$ cat src/rtl/pl_datamem_io.sv
// pl_datamem_io - MEM-stage data memory with a memory-mapped I/O window.
//
// Single clock, registered loads, byte-lane stores. addr[IO_BIT] splits the
// space: 0 -> internal word RAM (aliases above DEPTH_LOG2+1), 1 -> I/O window
// indexed by addr[IO_BIT-1:2]:
//   0 .. NUM_OUT-1            out registers (r/w)
//   NUM_OUT .. +NUM_IN-1      synchronised input ports (read-only)
//   NUM_OUT+NUM_IN            change-status register (read clears flags)
//   anything else             reads 0, writes ignored
//
// Ports:
//   clock, resetn          clock, async active-low reset
//   addr, datain, we, be   store request with byte-lane enables
//   re, dataout            load request, registered load data (1-cycle)
//   out_port               NUM_OUT flattened 32-bit output registers
//   in_port                NUM_IN flattened asynchronous input ports
//   in_changed             sticky per-port change flags

// Per-input-port lane: 2-flop synchroniser, change-detect register and the
// sticky change flag.
module pl_datamem_io_sync (
  input  logic        clock,
  input  logic        resetn,
  input  logic [31:0] d,
  input  logic        clr,
  output logic [31:0] q,
  output logic        flag
);
  logic [31:0] s1, s2, s3;

  always_ff @(posedge clock or negedge resetn) begin
    if (!resetn) begin
      s1   <= '0;
      s2   <= '0;
      s3   <= '0;
      flag <= 1'b0;
    end else begin
      s1   <= d;
      s2   <= s1;
      s3   <= s2;
      // a fresh change beats a status-read clear in the same cycle
      flag <= (s2 != s3) | (flag & ~clr);
    end
  end

  assign q = s2;
endmodule

module pl_datamem_io #(
  parameter int DEPTH_LOG2 = 5,
  parameter int NUM_OUT    = 4,
  parameter int NUM_IN     = 2,
  parameter int IO_BIT     = 7
) (
  input  logic                  clock,
  input  logic                  resetn,
  input  logic [31:0]           addr,
  input  logic [31:0]           datain,
  input  logic                  we,
  input  logic [3:0]            be,
  input  logic                  re,
  output logic [31:0]           dataout,
  output logic [32*NUM_OUT-1:0] out_port,
  input  logic [32*NUM_IN-1:0]  in_port,
  output logic [NUM_IN-1:0]     in_changed
);
  localparam int IW   = IO_BIT - 2;
  localparam int STAT = NUM_OUT + NUM_IN;

  logic [31:0]                mem [2**DEPTH_LOG2];
  logic [NUM_OUT-1:0][31:0]   out_q;
  logic [NUM_IN-1:0][31:0]    in_s2;
  logic [NUM_IN-1:0]          flag;

  logic                  is_io;
  logic [IW-1:0]         idx;
  logic [DEPTH_LOG2-1:0] ridx;
  logic                  stat_rd;
  logic [31:0]           rdata;

  assign is_io   = addr[IO_BIT];
  assign idx     = addr[IO_BIT-1:2];
  assign ridx    = addr[DEPTH_LOG2+1:2];
  assign stat_rd = re & is_io & (idx == IW'(STAT));

  logic unused_addr;
  assign unused_addr = ^{addr[31:IO_BIT+1], addr[1:0]};

  for (genvar k = 0; k < NUM_IN; k++) begin : g_in
    pl_datamem_io_sync u_sync (
      .clock  (clock),
      .resetn (resetn),
      .d      (in_port[32*k +: 32]),
      .clr    (stat_rd),
      .q      (in_s2[k]),
      .flag   (flag[k])
    );
  end

  // RAM is deliberately not reset.
  always_ff @(posedge clock) begin
    if (we && !is_io)
      for (int n = 0; n < 4; n++)
        if (be[n]) mem[ridx][8*n +: 8] <= datain[8*n +: 8];
  end

  always_ff @(posedge clock or negedge resetn) begin
    if (!resetn) begin
      out_q <= '0;
    end else if (we && is_io) begin
      for (int k = 0; k < NUM_OUT; k++)
        if (idx == IW'(k))
          for (int n = 0; n < 4; n++)
            if (be[n]) out_q[k][8*n +: 8] <= datain[8*n +: 8];
    end
  end

  // Read mux sees pre-edge state, so a same-cycle store reads old data.
  always_comb begin
    rdata = '0;
    if (!is_io) begin
      rdata = mem[ridx];
    end else begin
      for (int k = 0; k < NUM_OUT; k++)
        if (idx == IW'(k)) rdata = out_q[k];
      for (int k = 0; k < NUM_IN; k++)
        if (idx == IW'(NUM_OUT + k)) rdata = in_s2[k];
      if (idx == IW'(STAT)) rdata = 32'(flag);
    end
  end

  always_ff @(posedge clock or negedge resetn) begin
    if (!resetn)  dataout <= '0;
    else if (re)  dataout <= rdata;
  end

  assign out_port   = out_q;
  assign in_changed = flag;
endmodule
$ cat config.mk
export PLATFORM = sky130hd
export DESIGN_NAME = pl_datamem_io
export DESIGN_NICKNAME = d
export VERILOG_FILES = /design/src/rtl/pl_datamem_io.sv
export SDC_FILE = /design/constraint.sdc
export NUM_CORES = 1
export LEC_CHECK = 0
export CELL_PAD_IN_SITES_DETAIL_PLACEMENT = 0
export CELL_PAD_IN_SITES_GLOBAL_PLACEMENT = 2
export CORE_AREA = 3 3 364 366
export DETAILED_ROUTE_END_ITERATION = 8
export DIE_AREA = 0 0 367 369
export PLACE_DENSITY = 0.7
export SYNTH_ARGS = -nofsm -noshare
export SYNTH_HDL_FRONTEND = slang
export SYNTH_SLANG_ARGS = --single-unit
$ cat constraint.sdc
create_clock -name clock -period 1.85 [get_ports clock]
set_clock_uncertainty 0.2 [all_clocks]
set_input_delay 0.185 -clock clock [delete_from_list [all_inputs] [get_ports clock]]
set_output_delay 0.185 -clock clock [all_outputs]
set_load 0.1 [all_outputs]
# Yosys cells after proc, flatten, opt, wreduce, memory -nomap -nowiden
# Memory sizes are Yosys's and may differ from the RTL's.
# Cells that the tools add are included.
totals:
  regBits: 354
  ram_bits: 1024
  mem_count: 1
mem_list:
  columns: ["memory", "depth", "width", "read_ports", "rd_clocked_by_memory_dff", "wr", "line", "source"]
  rows:
  - ["mem", 32, 32, 1, 0, 1, "70", "logic [31:0] mem [2**DEPTH_LOG2];"]
op_classes:
  n_eq_ne: 8
  muxes: 20
  bitwise_logic: 7
  n_reduce_logical: 20
ops:
  columns: ["operator", "count"]
  rows:
  - ["$mux 32", 8]
  - ["$ne 32x32->1", 2]
  - ["$reduce_and 3->1", 16]
  - ["$eq 5x3->1 const B", 3]
  - ["$mux 1", 12]
  - ["$eq 5x2->1 const B", 2]
  - ["$eq 5x1->1 const B", 1]
  - ["$logic_not 5->1", 1]
  - ["$and 1x1->1", 4]
  - ["$logic_and 1x1->1", 2]
  - ["$or 1x1->1", 2]
  - ["$logic_not 1->1", 1]
  - ["$not 1->1", 1]

# Depth between registers and ports, before layout
# Gate-level depths: netlist of run 1.
logic_depth:
  depth_word: 9
  depth_mapped: 11
  depth_no_buf: 5

# Modules after synthesis
# From an unflattened synthesis of run 1, not the netlist that was laid out.
unflattened:
  cells_unflattened: 2752
  hier_area_um2: 52745.6
modules_own_cells:
  columns: ["mod", "n_inst", "cells_per_inst", "area_per_inst_um2", "seq_area_each_um2"]
  rows:
  - ["pl_datamem_io", 1, 2468, 47180.2, 34753.3]
  - ["pl_datamem_io_sync", 2, 142, 2782.7, 2427.3]

# Worst setup path after synthesis of run 1
# No wires, ideal clock.
synth_path:
  kind: "input to register"
  startpoint: "input port addr[4]"
  endpoint: "memory mem[22][0] (enable)"
  t_arrival_ps: 1896
  required_time_ps: 1280
  setup_slack_ps: -616
  path_stages: 8
  n_path_buf: 6
  path_cell_list: "buf_2 buf_2 buf_2 buf_2 buf_2 nand2_1 clkbuf_1 nor2_1"
synth_lines:
  columns: ["item", "line", "source"]
  rows:
  - ["start: declaration", "57", "input logic [31:0] addr,"]
  - ["end: declaration", "70", null]
# Straight into the memory's write port.

# Worst setup path after layout of run 1
layout_path:
  startpoint: "memory mem[6][16]"
  endpoint: "register dataout[16]"
layout_between:
  elab_chain_len: 2
layout_lines:
  columns: ["item", "line", "source"]
  rows:
  - ["$mem_v2 32x32", null, null]
  - ["$mux 32", "121", "if (!is_io) begin"]
  - ["end signal: assignment", "134", "else if (re) dataout <= rdata;"]
  - ["end: declaration", "62", "output logic [31:0] dataout,"]
# No other way between the ends.
# A chain may end at the register's enable or synchronous reset.

==> reports/results.txt, run 1 <==
Outcome - finished, violations left
Failing checks - setup timing
Drt wl/cell - 30.5 um
CTS H-Tree Depth - 4
Via total after detailed routing - 31372
Net Switching - 0.0183 W
Final wirelength - 170000 um
Clock Tree Root - clkbuf_16
Proportion of netlist area held by the largest area contributor - 58.0%
Pin count of the biggest net entering global routing - 64
Req. time, crit path - 2300 ps
Post-synth top flop - edfxtp_1
Met2 GRT Util - 40.0%
Worst setup margin - -315 ps
Setup crit end kind - flop
Tcrit/Tclk final - 117%
Clock power share - 39.5%
Crit. Startpoint - mem[6][16]
Area leader, netlist - edfxtp_1
Maxcap violations - 0
Die Ht - 369 um
Dpl hpwl - 122000 um
Synthesized area per cell - 19.1 um^2
CTS buffer count - 144
Final net count - 3862
Setup violators final - 56
Initial Utilization - 40.9%
Post-synth cell types - 66
Min-Delay Endpoint - out_port[24]
Cell Rows - 132
Internal Pwr Total - 0.0540 W
Max Buffers Root-to-Sink - 3
Commonest non-fill, non-tap cells in the layout - edfxtp_1, buf_4, buf_12
Fmax achieved - 462 MHz
Syn Nets - 2915
Gate Count Post-Synth - 2779
CP Class - flop to flop
Post-Place Worst Slack - -1090 ps
Number of enable flip-flop cells after synthesis - 1024
Fin Setup TNS - -4970 ps
Async SR Flop Fraction - 25.7%
WHS Path Cells - 3
Final core utilization - 56.1%
Final GP Congestion - 0.878
Arrival time worst endpoint - 2620 ps
First-pass GRT wire length - 245000 um
Setup slack, reg-to-reg - -320 ps
Grt met3 use - 4.16%
FF/Latch Area - 0.0397 mm^2
Number of clock sinks - 1378
Die width - 367 um
Number of nets with antenna violations after routing - 0
Final Hold Fails - 0
Clk Latency, worst-skew pair - 770 ps
Slew Viols, Final - 0
Commonest non-fill, non-tap cell in the layout - edfxtp_1
Register area share after synthesis - 74.7%
Maximum vdd drop - 0.000918 V
IO Pins - 298
Drt initial violations - 3384
Vias/cell - 5.62
Drt first pass iters - 7
RR Endpoint - dataout[16]
Area Growth Syn to Fin - 37.1%
Gr usage total - 25.3%
Worst slew margin relative to its limit - 48.9%
RSZ-0062 raised after global routing - yes
Worst hold slack - 55.9 ps
Combinational share of power - 12.6%
Top post-synthesis cells by area - edfxtp_1, dfrtp_1, mux4_2
DRC violations left - 0
Global routing's busiest layer - met2
Least-Margin Pin Slew - 767 ps
Leak - 25.8 nW
Seq pwr share - 47.9%
#FFs+latches synth - 1378
RR Startpoint - mem[6][16]
Core area - 0.129 mm^2
CTS clk-pin slew, worst paths - 60 ps
Remaining global-route overflow - 0
Port bufs - 271
Tmin final - 2170 ps
Number of global-route vias before repair - 32904
Area of the multi-input gates - 0.0144 mm^2
Reg2Reg Depth - 6
Number of fill cells - 9807
CTS tree - built
Worst hold start - datain[24]
Yosys warns - 0
Startpoint types - flop
Worst hold path class - primary input to flop
Initial antenna violation count - 7
Die area - 0.135 mm^2
Synth Cell Area - 0.0530 mm^2
Routing usage on met1 - 36.3%
CP Max Fanout - 1
Sw Share - 25.3%
Pwr Density - 995 mW/mm^2
Share of cells above drive strength 1 - 45.6%
-- kinds of logic (layout without fill, tap and decap cells) --
| group | Yosys count | count (layout) | synth area share (%) |
|---|---|---|---|
| AOI/OAI and AO/OA | 295 | 295 | 3.97 |
| xor gates and xnor gates | 64 | 64 | 1.06 |
| buffers and inverters | 155 | 1217 | 1.64 |
| DFF | 1378 | 1378 | 74.7 |
| muxes | 460 | 460 | 14.9 |
| other | 0 | 3 | 0 |
| and+or+nand+nor | 427 | 427 | 3.75 |
-- cells in the mapped netlist, types with 10 or more instances --
cell,n
a221oi_1,30
xor2_1,64
dfrtp_1,354
nand2_1,69
a221o_1,24
nor2b_1,22
edfxtp_1,1024
clkbuf_1,44
mux2i_1,56
o21ai_0,50
mux4_2,237
buf_1,10
nor2_1,215
o221ai_1,18
a21oi_1,42
nand3_1,13
nor4_1,29
buf_4,33
a211oi_1,16
o22a_1,17
o22ai_1,29
mux2_2,160
buf_2,52
nor2_2,16
a22oi_1,15
-- layout make-up --
class | count | share of cell area (%)
clock buffers | 185 | 5.37
diodes | 3 | 0.0103
flip-flops and latches | 1378 | 54.7
clock inverters | 76 | 1.02
well taps | 1742 | 3.00
inverters | 4 | 0.0207
repair buffers | 952 | 16.2
multi-input cells | 1246 | 19.8
-- power by group through the flow --
stage	logic [W]	registers, W	clock network [W]
finish	0.00911	0.0346	0.0286
global route	0.00942	0.0347	0.0304
CTS	0.00910	0.0346	0.0291
detailed placement	0.00872	0.0352	0
global placement	0.00863	0.0352	0
floorplan	0.00208	0.0371	0
-- stage by stage --
stage               total power [W]  cell area (um^2)  std cells
floorplan                    0.0392             54200       2779
global placement             0.0438             66200       5236
detailed placement           0.0439             66200       5236
CTS                          0.0728             72500       5582
global route                 0.0744             72700       5583
finish                       0.0723             72700       5586
-- timing repair --
action | in CTS | in global routing
pin swaps | 34 | 22
hold buffers | 73 | 0
endpoints found under the hold margin | 426 | 0
setup endpoints to repair | 137 | 151
resized for setup | 223 | 41
buffers inserted | 41 | 8
-- layer usage --
metal | wire (um) | up-vias | share of wire, %
met5 | 0 | - | 0
met4 | 4480 | 0 | 2.6
li1 | - | 13034 | -
met1 | 73300 | 16759 | 43
met3 | 12000 | 209 | 7.1
met2 | 80700 | 1370 | 47
-- worst max-delay path by stage --
stage | cells past startpoint | end | slack, ps
global route | 6 | dataout[16] | -350
global placement | 7 | dataout[14] | -1080
finish | 6 | dataout[16] | -320
floorplan | 8 | dataout[30] | -230
detailed placement | 7 | dataout[14] | -1090
CTS | 5 | dataout[20] | -320
-- sequential cells by signal, summed over array words and instances (netlist names) --
register / count
dataout: 32
g_in.u_sync.flag: 2
g_in.u_sync.q: 64
g_in.u_sync.s1: 64
g_in.u_sync.s3: 64
mem: 1024
out_port: 128
-- worst max-delay path: stages, from the launching register on --
cell	delay, ps
edfxtp_1	400
mux4_2	470
mux2_4	280
o221ai_2	180
a221oi_1	80
buf_4	190
a221o_1	250
Power figures use the tool's default switching activity.
==> run 2: changes to the inputs <==
- CORE_AREA: 3 3 364 366 -> 3 3 465 467
- DIE_AREA: 0 0 367 369 -> 0 0 468 470
- PLACE_DENSITY: 0.7 -> 0.46
- SLEW_MARGIN: not set -> 20
==> run 2 against run 1 <==
Compared with the run above: global-route usage is 7.8 points lower; first-iteration DRC count decreased by 24%; the run still ends with setup timing left; flip-flop and latch count is the same; combinational power rose by 8.0%; total power up 5.6%; critical path depth decreased by 1; largest cell class unchanged; clock power is 12% higher; final cell count up 22%; clock-buffer cell count is 5 higher; die area rose by 62%.
==> reports/results.txt, run 2 (synthesis results as in run 1) <==
Arrival time worst endpoint - 2620 ps
Worst hold path class - primary input to flop
Worst Path Buf+Inv - 0
Final wirelength - 193000 um
Area Growth Syn to Fin - 43.9%
CP max stage delay - 500 ps
Clock Tree Root - clkbuf_16
Clk Latency, worst-skew pair - 780 ps
Drt wl/cell - 28.3 um
CTS tree - built
Max reg flops - 1024
Worst slew margin relative to its limit - 46.6%
Worst hold slack - 55.8 ps
Internal Pwr Total - 0.0570 W
Failing checks - setup timing
Gr usage total - 17.4%
CTS buffer count - 154
Crit path top cell by count - mux4_2
RR Startpoint - mem[1][20]
Die width - 468 um
Commonest non-fill, non-tap cell in the layout - edfxtp_1
Core area - 0.212 mm^2
Net Switching - 0.0193 W
CTS H-Tree Depth - 4
Drt initial violations - 2585
CTS clk-pin slew, worst paths - 60 ps
Number of global-route vias before repair - 33334
Power consumption - 0.0763 W
CP Max Fanout - 1
Slew Viols, Final - 0
Via total after detailed routing - 30816
Vias/cell - 4.52
Least-Margin Pin Slew - 798 ps
Cell Rows - 169
Port bufs - 271
Crit path cell chain - mux4_2, mux4_2, nor2_4, nor4_4, a221o_1
RSZ-0062 raised after global routing - yes
Clock power share - 41.9%
Final Hold Fails - 0
IO Pins - 298
CP max stage cell - mux4_2
Setup crit end kind - flop
Leak - 27.0 nW
Die Ht - 470 um
Seq pwr share - 45.2%
Crit. Startpoint - mem[1][20]
Sw Share - 25.3%
Max Buffers Root-to-Sink - 3
Final Instance Count excl. Fillers - 6817
Final net count - 4002
Req. time, crit path - 2290 ps
Startpoint types - flop
Tcrit/Tclk final - 118%
Final GP Congestion - 0.797
Commonest non-fill, non-tap cells in the layout - edfxtp_1, buf_4, buf_12
CP Class - flop to flop
Dpl hpwl - 143000 um
First-pass GRT wire length - 269000 um
Top reg by flops - mem
Initial Utilization - 25.0%
Initial antenna violation count - 10
Combinational share of power - 12.9%
Worst setup margin - -325 ps
Worst hold start - datain[11]
Remaining global-route overflow - 0
Setup violators final - 46
Drt first pass iters - 5
Tmin final - 2170 ps
Share of cells above drive strength 1 - 48.0%
Die area - 0.220 mm^2
Maximum vdd drop - 0.000913 V
Fin Setup TNS - -4190 ps
Maxcap violations - 0
DRC violations left - 0
Number of clock sinks - 1378
Pwr Density - 1000 mW/mm^2
Pin count of the biggest net entering global routing - 83
Fmax achieved - 460 MHz
Outcome - finished, violations left
Delay-heaviest family, CP - multiplexers
Number of nets with antenna violations after routing - 0
Post-Place Cells - 6351
run 2: cell count changes in the layout (fill, tap and decap cells not counted), moves of 7 or more:
cell           change
clkbuf_16          +9
bufinv_16         +12
buf_12            +31
dlygate4sd3_1      +7
buf_4             +73
buf_6             +19
run 2: what timing repair did:
| item | CTS | global route |
|---|---|---|
| cloned | 0 | 0 |
| pin swaps | 42 | 51 |
| buffers inserted | 103 | 34 |
| hold buffers | 80 | 0 |
| hold endpoints to repair | 615 | 0 |
| gates resized for setup | 250 | 56 |
| endpoints found under the setup margin | 414 | 282 |
run 2: stage by stage:
| step | instance area (um^2) | setup slack (ps) | util, % |
|---|---|---|---|
| 2_1_floorplan | 54200 | -231 | - |
| 5_1_grt | 76300 | -366 | 36.0 |
| 3_5_place_dp | 68000 | -1190 | 32.1 |
| 4_1_cts | 75600 | -355 | 35.6 |
| 6_report | 76300 | -325 | 36.0 |
| 3_3_place_gp | 68000 | -1160 | 32.1 |
run 2: routing by layer:
layer	vias up	track usage [%]	share of wire, %
li1	13357	-	-
met1	16578	23.2	43
met2	678	29.9	51
met3	203	2.59	4.0
met4	0	3.80	2.2
met5	-	0	0
run 2: area by class of cell:
| type | instances | area, um^2 |
|---|---|---|
| sequential | 1378 | 39700 |
| clock buffer | 190 | 4120 |
| antenna | 6 | 15.0 |
| tap | 2821 | 3530 |
| timing repair buffer | 1082 | 13200 |
| inverter | 4 | 16.3 |
| multi-input combinational | 1246 | 14500 |
| clock inverter | 90 | 1180 |
| fill | 19760 | 136000 |
run 2: power groups by stage:
stage | Sequential, W | Clock [W] | Combinational, W
finish | 0.0345 | 0.0320 | 0.00984
global route | 0.0346 | 0.0341 | 0.0103
CTS | 0.0346 | 0.0328 | 0.00990
detailed placement | 0.0351 | 0 | 0.00929
global placement | 0.0351 | 0 | 0.00924
floorplan | 0.0371 | 0 | 0.00208
run 2: worst register-to-register path, cell delays in order (launching register included):
cell and delay, ps:
edfxtp_1 400, mux4_2 470, mux4_2 500, nor2_4 120
nor4_4 80, a221o_1 270
run 2: path summary, 6_finish.rpt:
kind                                          to  slack [ps]  depth (start not counted)
setup / recovery                     dataout[20]        -320                          5
hold / removal                       mem[22][11]          60                          2
setup reg to reg                     dataout[20]        -320                          5
hold reg to reg             g_in[1].u_sync.q[18]         140                          0
max in group asynchronous            dataout[30]         470                          5
min in group asynchronous  g_in[0].u_sync.s1[17]         230                          4
